$ cat config.mk
export PLATFORM = sky130hd
export DESIGN_NAME = scratch_pad_arbiter_flat
export DESIGN_NICKNAME = d
export VERILOG_FILES = /design/src/rtl/scratch_pad_arbiter_pkg.sv /design/src/rtl/scratch_pad_arbiter_if.sv /design/src/rtl/scratch_pad_arbiter_rr_arbiter.sv /design/src/rtl/scratch_pad_arbiter.sv /design/src/flat_wrapper.sv
export SDC_FILE = /design/constraint.sdc
export NUM_CORES = 1
export LEC_CHECK = 0
export BUFFER_PORTS_ARGS = -buffer_cell sky130_fd_sc_hd__buf_2
export CAP_MARGIN = 15
export CORE_ASPECT_RATIO = 0.7
export CORE_MARGIN = 2
export CORE_UTILIZATION = 44
export CTS_CLUSTER_DIAMETER = 120
export CTS_CLUSTER_SIZE = 20
export DETAILED_ROUTE_END_ITERATION = 8
export GPL_TIMING_DRIVEN = 1
export PLACE_DENSITY_LB_ADDON = 0.25
export SLEW_MARGIN = 15
export SYNTH_ARGS = -nofsm -noshare
export SYNTH_HDL_FRONTEND = slang
export SYNTH_SLANG_ARGS = --single-unit
$ cat constraint.sdc
create_clock -name clk -period 7 [get_ports clk]
set_clock_uncertainty 0.1 [all_clocks]
set_input_delay 1.4 -clock clk [delete_from_list [all_inputs] [get_ports clk]]
set_output_delay 1.4 -clock clk [all_outputs]
set_load 0.01 [all_outputs]
$ cat src/rtl/scratch_pad_arbiter_pkg.sv
// Shared defaults, operation encoding and index-width helper for the scratch-pad arbiter.
package scratch_pad_arbiter_pkg;

   localparam int unsigned DEF_PORTS       = 8;
   localparam int unsigned DEF_WIDTH       = 32;
   localparam int unsigned DEF_ADDR_WIDTH  = 9;
   localparam int unsigned DEF_MEM_LATENCY = 1;

   typedef enum logic {
      OP_RD = 1'b0,
      OP_WR = 1'b1
   } op_e;

   // Bits needed to name one of n ports; never less than one.
   function automatic int unsigned idx_bits(input int unsigned n);
      return (n <= 1) ? 1 : $clog2(n);
   endfunction

endpackage

$ cat src/rtl/scratch_pad_arbiter_if.sv
// Port-side request/response bus and fragment-side memory strobes of the scratch-pad arbiter.
interface scratch_pad_arbiter_if
   import scratch_pad_arbiter_pkg::*;
#(
   parameter int unsigned PORTS      = DEF_PORTS,
   parameter int unsigned WIDTH      = DEF_WIDTH,
   parameter int unsigned ADDR_WIDTH = DEF_ADDR_WIDTH
);
   logic [0:PORTS-1]            rd_en;
   logic [0:PORTS-1]            wr_en;
   logic [PORTS*ADDR_WIDTH-1:0] addr;
   logic [PORTS*WIDTH-1:0]      d;
   logic [0:PORTS-1]            full;
   logic [PORTS*WIDTH-1:0]      q;
   logic [0:PORTS-1]            valid;
   logic [0:PORTS-1]            stall;
   logic                        mem_rd_en;
   logic                        mem_wr_en;
   logic [ADDR_WIDTH-1:0]       mem_addr;
   logic [WIDTH-1:0]            mem_d;
   logic [WIDTH-1:0]            mem_q;

   modport master (
      output rd_en, wr_en, addr, d, stall, mem_q,
      input  full, q, valid, mem_rd_en, mem_wr_en, mem_addr, mem_d
   );

   modport slave (
      input  rd_en, wr_en, addr, d, stall, mem_q,
      output full, q, valid, mem_rd_en, mem_wr_en, mem_addr, mem_d
   );

endinterface

$ cat src/rtl/scratch_pad_arbiter_rr_arbiter.sv
// Round-robin single-grant picker: first requester at or after ptr, pointer advances past the winner.
module scratch_pad_arbiter_rr_arbiter
   import scratch_pad_arbiter_pkg::*;
#(
   parameter  int unsigned PORTS = DEF_PORTS,
   localparam int unsigned IW    = idx_bits(PORTS)
) (
   input  logic             clk,
   input  logic             rst,
   input  logic [PORTS-1:0] req,
   output logic [PORTS-1:0] gnt_c,
   output logic             gnt_any_c,
   output logic [IW-1:0]    gnt_idx_c
);

   logic [IW-1:0] ptr;
   logic [IW:0]   cand;

   // Scan PORTS candidates starting at ptr, wrapping PORTS-1 -> 0.
   always_comb begin
      gnt_c     = '0;
      gnt_any_c = 1'b0;
      gnt_idx_c = '0;
      cand      = '0;
      for (int unsigned o = 0; o < PORTS; o++) begin
         cand = {1'b0, ptr} + (IW+1)'(o);
         if (cand >= (IW+1)'(PORTS)) cand = cand - (IW+1)'(PORTS);
         if (!gnt_any_c && req[cand[IW-1:0]]) begin
            gnt_any_c = 1'b1;
            gnt_idx_c = cand[IW-1:0];
         end
      end
      gnt_c[gnt_idx_c] = gnt_any_c;
   end

   always_ff @(posedge clk) begin
      if (rst) begin
         ptr <= '0;
      end else if (gnt_any_c) begin
         ptr <= (gnt_idx_c == IW'(PORTS-1)) ? '0 : gnt_idx_c + IW'(1);
      end
   end

endmodule

$ cat src/rtl/scratch_pad_arbiter.sv
// Multi-port arbiter onto a single scratch-pad fragment: per-port hold register,
// round-robin grant, tag pipeline steering read data back to the requesting port.
module scratch_pad_arbiter
   import scratch_pad_arbiter_pkg::*;
#(
   parameter int unsigned PORTS       = DEF_PORTS,
   parameter int unsigned WIDTH       = DEF_WIDTH,
   parameter int unsigned ADDR_WIDTH  = DEF_ADDR_WIDTH,
   parameter int unsigned MEM_LATENCY = DEF_MEM_LATENCY
) (
   input logic                   clk,
   input logic                   rst,
   scratch_pad_arbiter_if.slave  bus
);

   localparam int unsigned IW = idx_bits(PORTS);

   op_e                   hold_op   [PORTS];
   logic [ADDR_WIDTH-1:0] hold_addr [PORTS];
   logic [WIDTH-1:0]      hold_d    [PORTS];
   logic [WIDTH-1:0]      q_r       [PORTS];
   logic [IW-1:0]         tag_id    [MEM_LATENCY+1];
   logic [MEM_LATENCY:0]  tag_vld;
   logic [PORTS-1:0]      hold_valid, rd_out, eligible, gnt, accept, valid_r;
   logic                  gnt_any, gnt_rd;
   logic [IW-1:0]         gnt_idx;

   // A held read waits until the port's previous read has been consumed.
   always_comb begin
      eligible = '0;
      for (int i = 0; i < PORTS; i++) begin
         eligible[i] = hold_valid[i] & ((hold_op[i] == OP_WR) | ~rd_out[i]);
      end
   end

   scratch_pad_arbiter_rr_arbiter #(.PORTS(PORTS)) u_rr (
      .clk       (clk),
      .rst       (rst),
      .req       (eligible),
      .gnt_c     (gnt),
      .gnt_any_c (gnt_any),
      .gnt_idx_c (gnt_idx)
   );

   assign gnt_rd = gnt_any & (hold_op[gnt_idx] == OP_RD);

   // full depends only on registered state and the grant, never on this cycle's request.
   always_comb begin
      bus.full = '0;
      accept   = '0;
      for (int i = 0; i < PORTS; i++) begin
         bus.full[i] = hold_valid[i] & ~gnt[i] & ~rst;
         accept[i]   = (bus.rd_en[i] | bus.wr_en[i]) & ~(hold_valid[i] & ~gnt[i]);
      end
   end

   always_ff @(posedge clk) begin
      if (rst) begin
         hold_valid <= '0;
         for (int i = 0; i < PORTS; i++) begin
            hold_op[i]   <= OP_RD;
            hold_addr[i] <= '0;
            hold_d[i]    <= '0;
         end
      end else begin
         for (int i = 0; i < PORTS; i++) begin
            if (accept[i]) begin
               hold_valid[i] <= 1'b1;
               hold_op[i]    <= bus.wr_en[i] ? OP_WR : OP_RD;
               hold_addr[i]  <= bus.addr[(PORTS-1-i)*ADDR_WIDTH +: ADDR_WIDTH];
               hold_d[i]     <= bus.d[(PORTS-1-i)*WIDTH +: WIDTH];
            end else if (gnt[i]) begin
               hold_valid[i] <= 1'b0;
            end
         end
      end
   end

   // Fragment strobes pulse for one cycle per grant; address and data hold when idle.
   always_ff @(posedge clk) begin
      if (rst) begin
         bus.mem_rd_en <= 1'b0;
         bus.mem_wr_en <= 1'b0;
         bus.mem_addr  <= '0;
         bus.mem_d     <= '0;
      end else begin
         bus.mem_rd_en <= gnt_rd;
         bus.mem_wr_en <= gnt_any & ~gnt_rd;
         if (gnt_any) begin
            bus.mem_addr <= hold_addr[gnt_idx];
            bus.mem_d    <= hold_d[gnt_idx];
         end
      end
   end

   // Stage MEM_LATENCY lines up with mem_q; capture happens on the following edge.
   always_ff @(posedge clk) begin
      if (rst) begin
         tag_vld <= '0;
         for (int j = 0; j <= MEM_LATENCY; j++) tag_id[j] <= '0;
      end else begin
         tag_vld[0] <= gnt_rd;
         tag_id[0]  <= gnt_idx;
         for (int j = 1; j <= MEM_LATENCY; j++) begin
            tag_vld[j] <= tag_vld[j-1];
            tag_id[j]  <= tag_id[j-1];
         end
      end
   end

   always_ff @(posedge clk) begin
      if (rst) begin
         rd_out  <= '0;
         valid_r <= '0;
         for (int i = 0; i < PORTS; i++) q_r[i] <= '0;
      end else begin
         for (int i = 0; i < PORTS; i++) begin
            if (gnt[i] && hold_op[i] == OP_RD) begin
               rd_out[i] <= 1'b1;
            end else if (valid_r[i] && !bus.stall[i]) begin
               rd_out[i] <= 1'b0;
            end
            if (valid_r[i] && !bus.stall[i]) valid_r[i] <= 1'b0;
         end
         if (tag_vld[MEM_LATENCY]) begin
            valid_r[tag_id[MEM_LATENCY]] <= 1'b1;
            q_r[tag_id[MEM_LATENCY]]     <= bus.mem_q;
         end
      end
   end

   always_comb begin
      bus.valid = '0;
      bus.q     = '0;
      for (int i = 0; i < PORTS; i++) begin
         bus.valid[i]                     = valid_r[i];
         bus.q[(PORTS-1-i)*WIDTH +: WIDTH] = q_r[i] & {WIDTH{~rst}};
      end
   end

endmodule

$ cat src/flat_wrapper.sv
// flat-port wrapper written by rule: the top's interface ports become plain ports
module scratch_pad_arbiter_flat import scratch_pad_arbiter_pkg::*;
#(
   parameter int unsigned PORTS       = DEF_PORTS,
   parameter int unsigned WIDTH       = DEF_WIDTH,
   parameter int unsigned ADDR_WIDTH  = DEF_ADDR_WIDTH,
   parameter int unsigned MEM_LATENCY = DEF_MEM_LATENCY
)
  (clk, rst, bus_rd_en, bus_wr_en, bus_addr, bus_d, bus_stall, bus_mem_q, bus_full, bus_q, bus_valid, bus_mem_rd_en, bus_mem_wr_en, bus_mem_addr, bus_mem_d);
  scratch_pad_arbiter_if #(.PORTS(PORTS), .WIDTH(WIDTH), .ADDR_WIDTH(ADDR_WIDTH)) bus_i ();
  input logic clk;
  input logic rst;
  input wire logic [$bits(bus_i.rd_en)-1:0] bus_rd_en;
  input wire logic [$bits(bus_i.wr_en)-1:0] bus_wr_en;
  input wire logic [$bits(bus_i.addr)-1:0] bus_addr;
  input wire logic [$bits(bus_i.d)-1:0] bus_d;
  input wire logic [$bits(bus_i.stall)-1:0] bus_stall;
  input wire logic [$bits(bus_i.mem_q)-1:0] bus_mem_q;
  output wire logic [$bits(bus_i.full)-1:0] bus_full;
  output wire logic [$bits(bus_i.q)-1:0] bus_q;
  output wire logic [$bits(bus_i.valid)-1:0] bus_valid;
  output wire logic [$bits(bus_i.mem_rd_en)-1:0] bus_mem_rd_en;
  output wire logic [$bits(bus_i.mem_wr_en)-1:0] bus_mem_wr_en;
  output wire logic [$bits(bus_i.mem_addr)-1:0] bus_mem_addr;
  output wire logic [$bits(bus_i.mem_d)-1:0] bus_mem_d;
  assign bus_i.rd_en = bus_rd_en;
  assign bus_i.wr_en = bus_wr_en;
  assign bus_i.addr = bus_addr;
  assign bus_i.d = bus_d;
  assign bus_i.stall = bus_stall;
  assign bus_i.mem_q = bus_mem_q;
  assign bus_full = bus_i.full;
  assign bus_q = bus_i.q;
  assign bus_valid = bus_i.valid;
  assign bus_mem_rd_en = bus_i.mem_rd_en;
  assign bus_mem_wr_en = bus_i.mem_wr_en;
  assign bus_mem_addr = bus_i.mem_addr;
  assign bus_mem_d = bus_i.mem_d;
  scratch_pad_arbiter #(.PORTS(PORTS), .WIDTH(WIDTH), .ADDR_WIDTH(ADDR_WIDTH), .MEM_LATENCY(MEM_LATENCY)) u_core (.clk(clk), .rst(rst), .bus(bus_i));
endmodule
==> metrics.md <==
| Metric | Value |
|---|---|
| Status | `finished clean` |
| Crit path DAT | `4.70 ns` |
| Internal power | `9.33 mW` |
| Synth Instances | `2402` |
| Die X | `320 um` |
| First-pass GRT wire length | `151000 um` |
| Antenna violations before repair | `20` |
| Final Hold Viols | `0` |
| Final wirelength | `107000 um` |
| Largest net degree at the start of global routing | `211` |
| DRT Pass-1 Iters | `7` |
| Layout Area Growth over Synthesis | `19.0%` |
| Clock share of power | `15.2%` |
| Crit path kind | `reg2out` |
| Worst VDD drop | `0.697 mV` |
| Num Clock Sinks | `669` |
| Syn Nets | `2792` |
| Gpl congestion | `0.893` |
| H-tree levels | `2` |
| Leak pwr | `15.3 nW` |
| Synth top area cells | `edfxtp_1 (58%), and2_1 (12%), nor2b_1 (7.1%)` |
| Setup_tns | `0 ns` |
| Final period utilization | `88.5%` |
| Register area share after synthesis | `62.9%` |
| Relative slew slack | `22.3%` |
| Row count | `81` |
| Die ar. | `72000 sq um` |
| Most frequent cells in the layout | `buf_2 (699), edfxtp_1 (592), and2_1 (591)` |
| RSZ-0062 raised after global routing | `no` |
| Clk_lat worst skew | `0.62 ns` |
| Post-synth EDFFs | `592` |
| Max-cap viol count | `0` |
| Synth top area share | `57.9%` |
| Worst Path Max Fanout | `20` |
| Vias in the first global route | `21400` |
| Power Density | `443 nW/um^2` |
| Hold Startpoint | `u_core.tag_id[0][1]` |
| Clk pin slew, worst setup/hold paths | `0.09 ns` |
| Initial Util | `44.3%` |
| # Post-CTS Setup Buffers | `0` |
| Crit. Startpoint | `u_core.u_rr.ptr[1]` |
| # DRC | `0` |
| Switching Power | `6.85 mW` |
| Port buffer count | `700` |
| Max clock buf depth | `3` |
| Pins Over Slew Limit | `0` |
| Comb power frac | `49.4%` |
| Final core occ | `52.6%` |
| Drt via density | `5.57` |
| Vias | `22300` |
| Slew @ Worst Pin | `1.16 ns` |
| Area after DPL | `35300 sq um` |
| Total CTS buffers | `39` |
| Fin area | `36500 sq um` |
| Overall Global Routing Usage | `28.7%` |
| Core footprint | `69400 sq um` |
| Fill cells | `6022` |
| Dominant cell type by area after synthesis | `edfxtp_1` |
| Critical Path Source Type | `register` |
| Routed WL per cell | `26.7 um` |
| Grt total ovfl | `0` |
| Switching part of the total power | `42.3%` |
| Ys Warns | `0` |
| Final Critical Period | `6.20 ns` |
| Commonest non-fill, non-tap cell in the layout | `buf_2` |
| Iter 0 DRT Violations | `2193` |
| PnR Total Power | `16.2 mW` |
| Setup crit end kind | `primary output` |
| Hold crit path type | `reg2reg` |
| RR Startpoint | `u_core.u_rr.ptr[1]` |
| Setup violators final | `0` |
| CTS tree | `built` |
| Mapped cell area | `30700 sq um` |
| HPWL Detailed | `74000 um` |
| Post-CTS resize count | `0` |
| Seq pwr share | `35.5%` |
| Synth cell types | `75` |
| IO Pins | `701` |
| Avg Cell Area, Syn | `12.8 sq um` |
| Routed Antenna Nets | `0` |
| FFs w/ async S/R, synth | `0%` |
| Layout cell share with drive strength beyond 1 | `29.1%` |
| Worst EP required | `5.50 ns` |
| Clk Tree Root Cell | `clkbuf_16` |
| Main synth FF type | `edfxtp_1` |
| FMAX | `0.161 GHz` |
| Die height | `225 um` |
| Hold Buf Count CTS | `0` |
| Synth Register Bits | `669` |
| Layout Nets | `3424` |
[worst paths after layout]
check,to,slack (ns),depth (start not counted)
worst min register to register,u_core.tag_id[0][4],0.36,1
worst min-delay path,u_core.tag_id[0][4],0.36,1
worst max-delay path,bus_full[0],0.80,13
worst max register to register,u_core.bus.mem_addr[5],1.05,13
[flip-flops by register name, indices dropped and copies added (netlist names), 6 cells and up]
name,flops
u_core.bus.mem_d,32
u_core.tag_id,6
u_core.rd_out,8
u_core.valid_r,8
u_core.bus.mem_addr,9
u_core.hold_addr,72
u_core.hold_d,256
u_core.hold_valid,8
u_core.hold_op,8
u_core.q_r,256
[layout make-up]
type                    instances  area [sq um]  area share [%]
flip-flops and latches        669         19300            52.9
diodes                         18          45.0           0.123
clock inverters                 3          41.3           0.113
well taps                     913          1140            3.13
multi-input cells            1536         10700            29.4
inverters                      19          78.8           0.216
repair buffers                769          4070            11.1
clock buffers                  68          1110            3.03
[power by group through the flow]
stage / Combinational (mW) / Sequential, mW / Clock (mW)
after detailed placement: 7.85 / 5.81 / 0
after global routing: 8.47 / 5.81 / 2.61
final: 7.98 / 5.74 / 2.46
after floorplan: 4.64 / 5.76 / 0
after global placement: 7.79 / 5.78 / 0
after CTS: 7.88 / 5.73 / 2.48
[cell usage after synthesis, drive strengths merged, types with 30 or more instances]
library cell	number
nor2	39
edfxtp	592
and2	591
a221oi	123
buf	40
o21ai	66
dfxtp	77
o211a	42
clkbuf	138
mux2i	90
nand2	30
nor2b	351
[cells by family (layout without fill, tap and decap cells)]
group	count (synthesis)	count (layout)	synth area share [%]
adders and majority gates	4	4	0.163
xor gates and xnor gates	4	4	0.138
DFF	669	669	62.9
AOI/OAI and AO/OA	333	333	8.72
muxes	99	99	3.45
other	0	18	0
buffers and inverters	197	859	2.78
and+or+nand+nor	1096	1096	21.9
[worst max-delay path: stages (launching register included)]
cell and delay (ns):
dfxtp_1 0.34, inv_1 0.10, ha_1 0.75, o32ai_1 0.30, a22oi_1 0.34, and4_1 0.37, o21ai_4 0.14, o311ai_1 0.57
o21ai_4 0.22, inv_2 0.22, nand2_1 0.13, o21ai_0 0.31, nor2_1 0.10, buf_2 0.21
[metrics by stage]
stage                     setup WS [ns]  hold WS, ns  instances
final                             0.804        0.356       3995
after global routing              0.442        0.365       3994
after CTS                         0.829        0.354       3975
after detailed placement           1.19        0.328       3904
after global placement             1.19        0.332       3904
after floorplan                   0.309        0.314       2402
[layer usage]
| metal | wire length [um] | vias up | global-route usage, % |
|---|---|---|---|
| met2 | 49300 | 1005 | 44.2 |
| met5 | 18 | - | 0 |
| li1 | - | 9875 | - |
| met3 | 7050 | 149 | 3.75 |
| met1 | 47300 | 11200 | 42.1 |
| met4 | 3060 | 4 | 9.01 |
(Power assumes the default switching activity.)
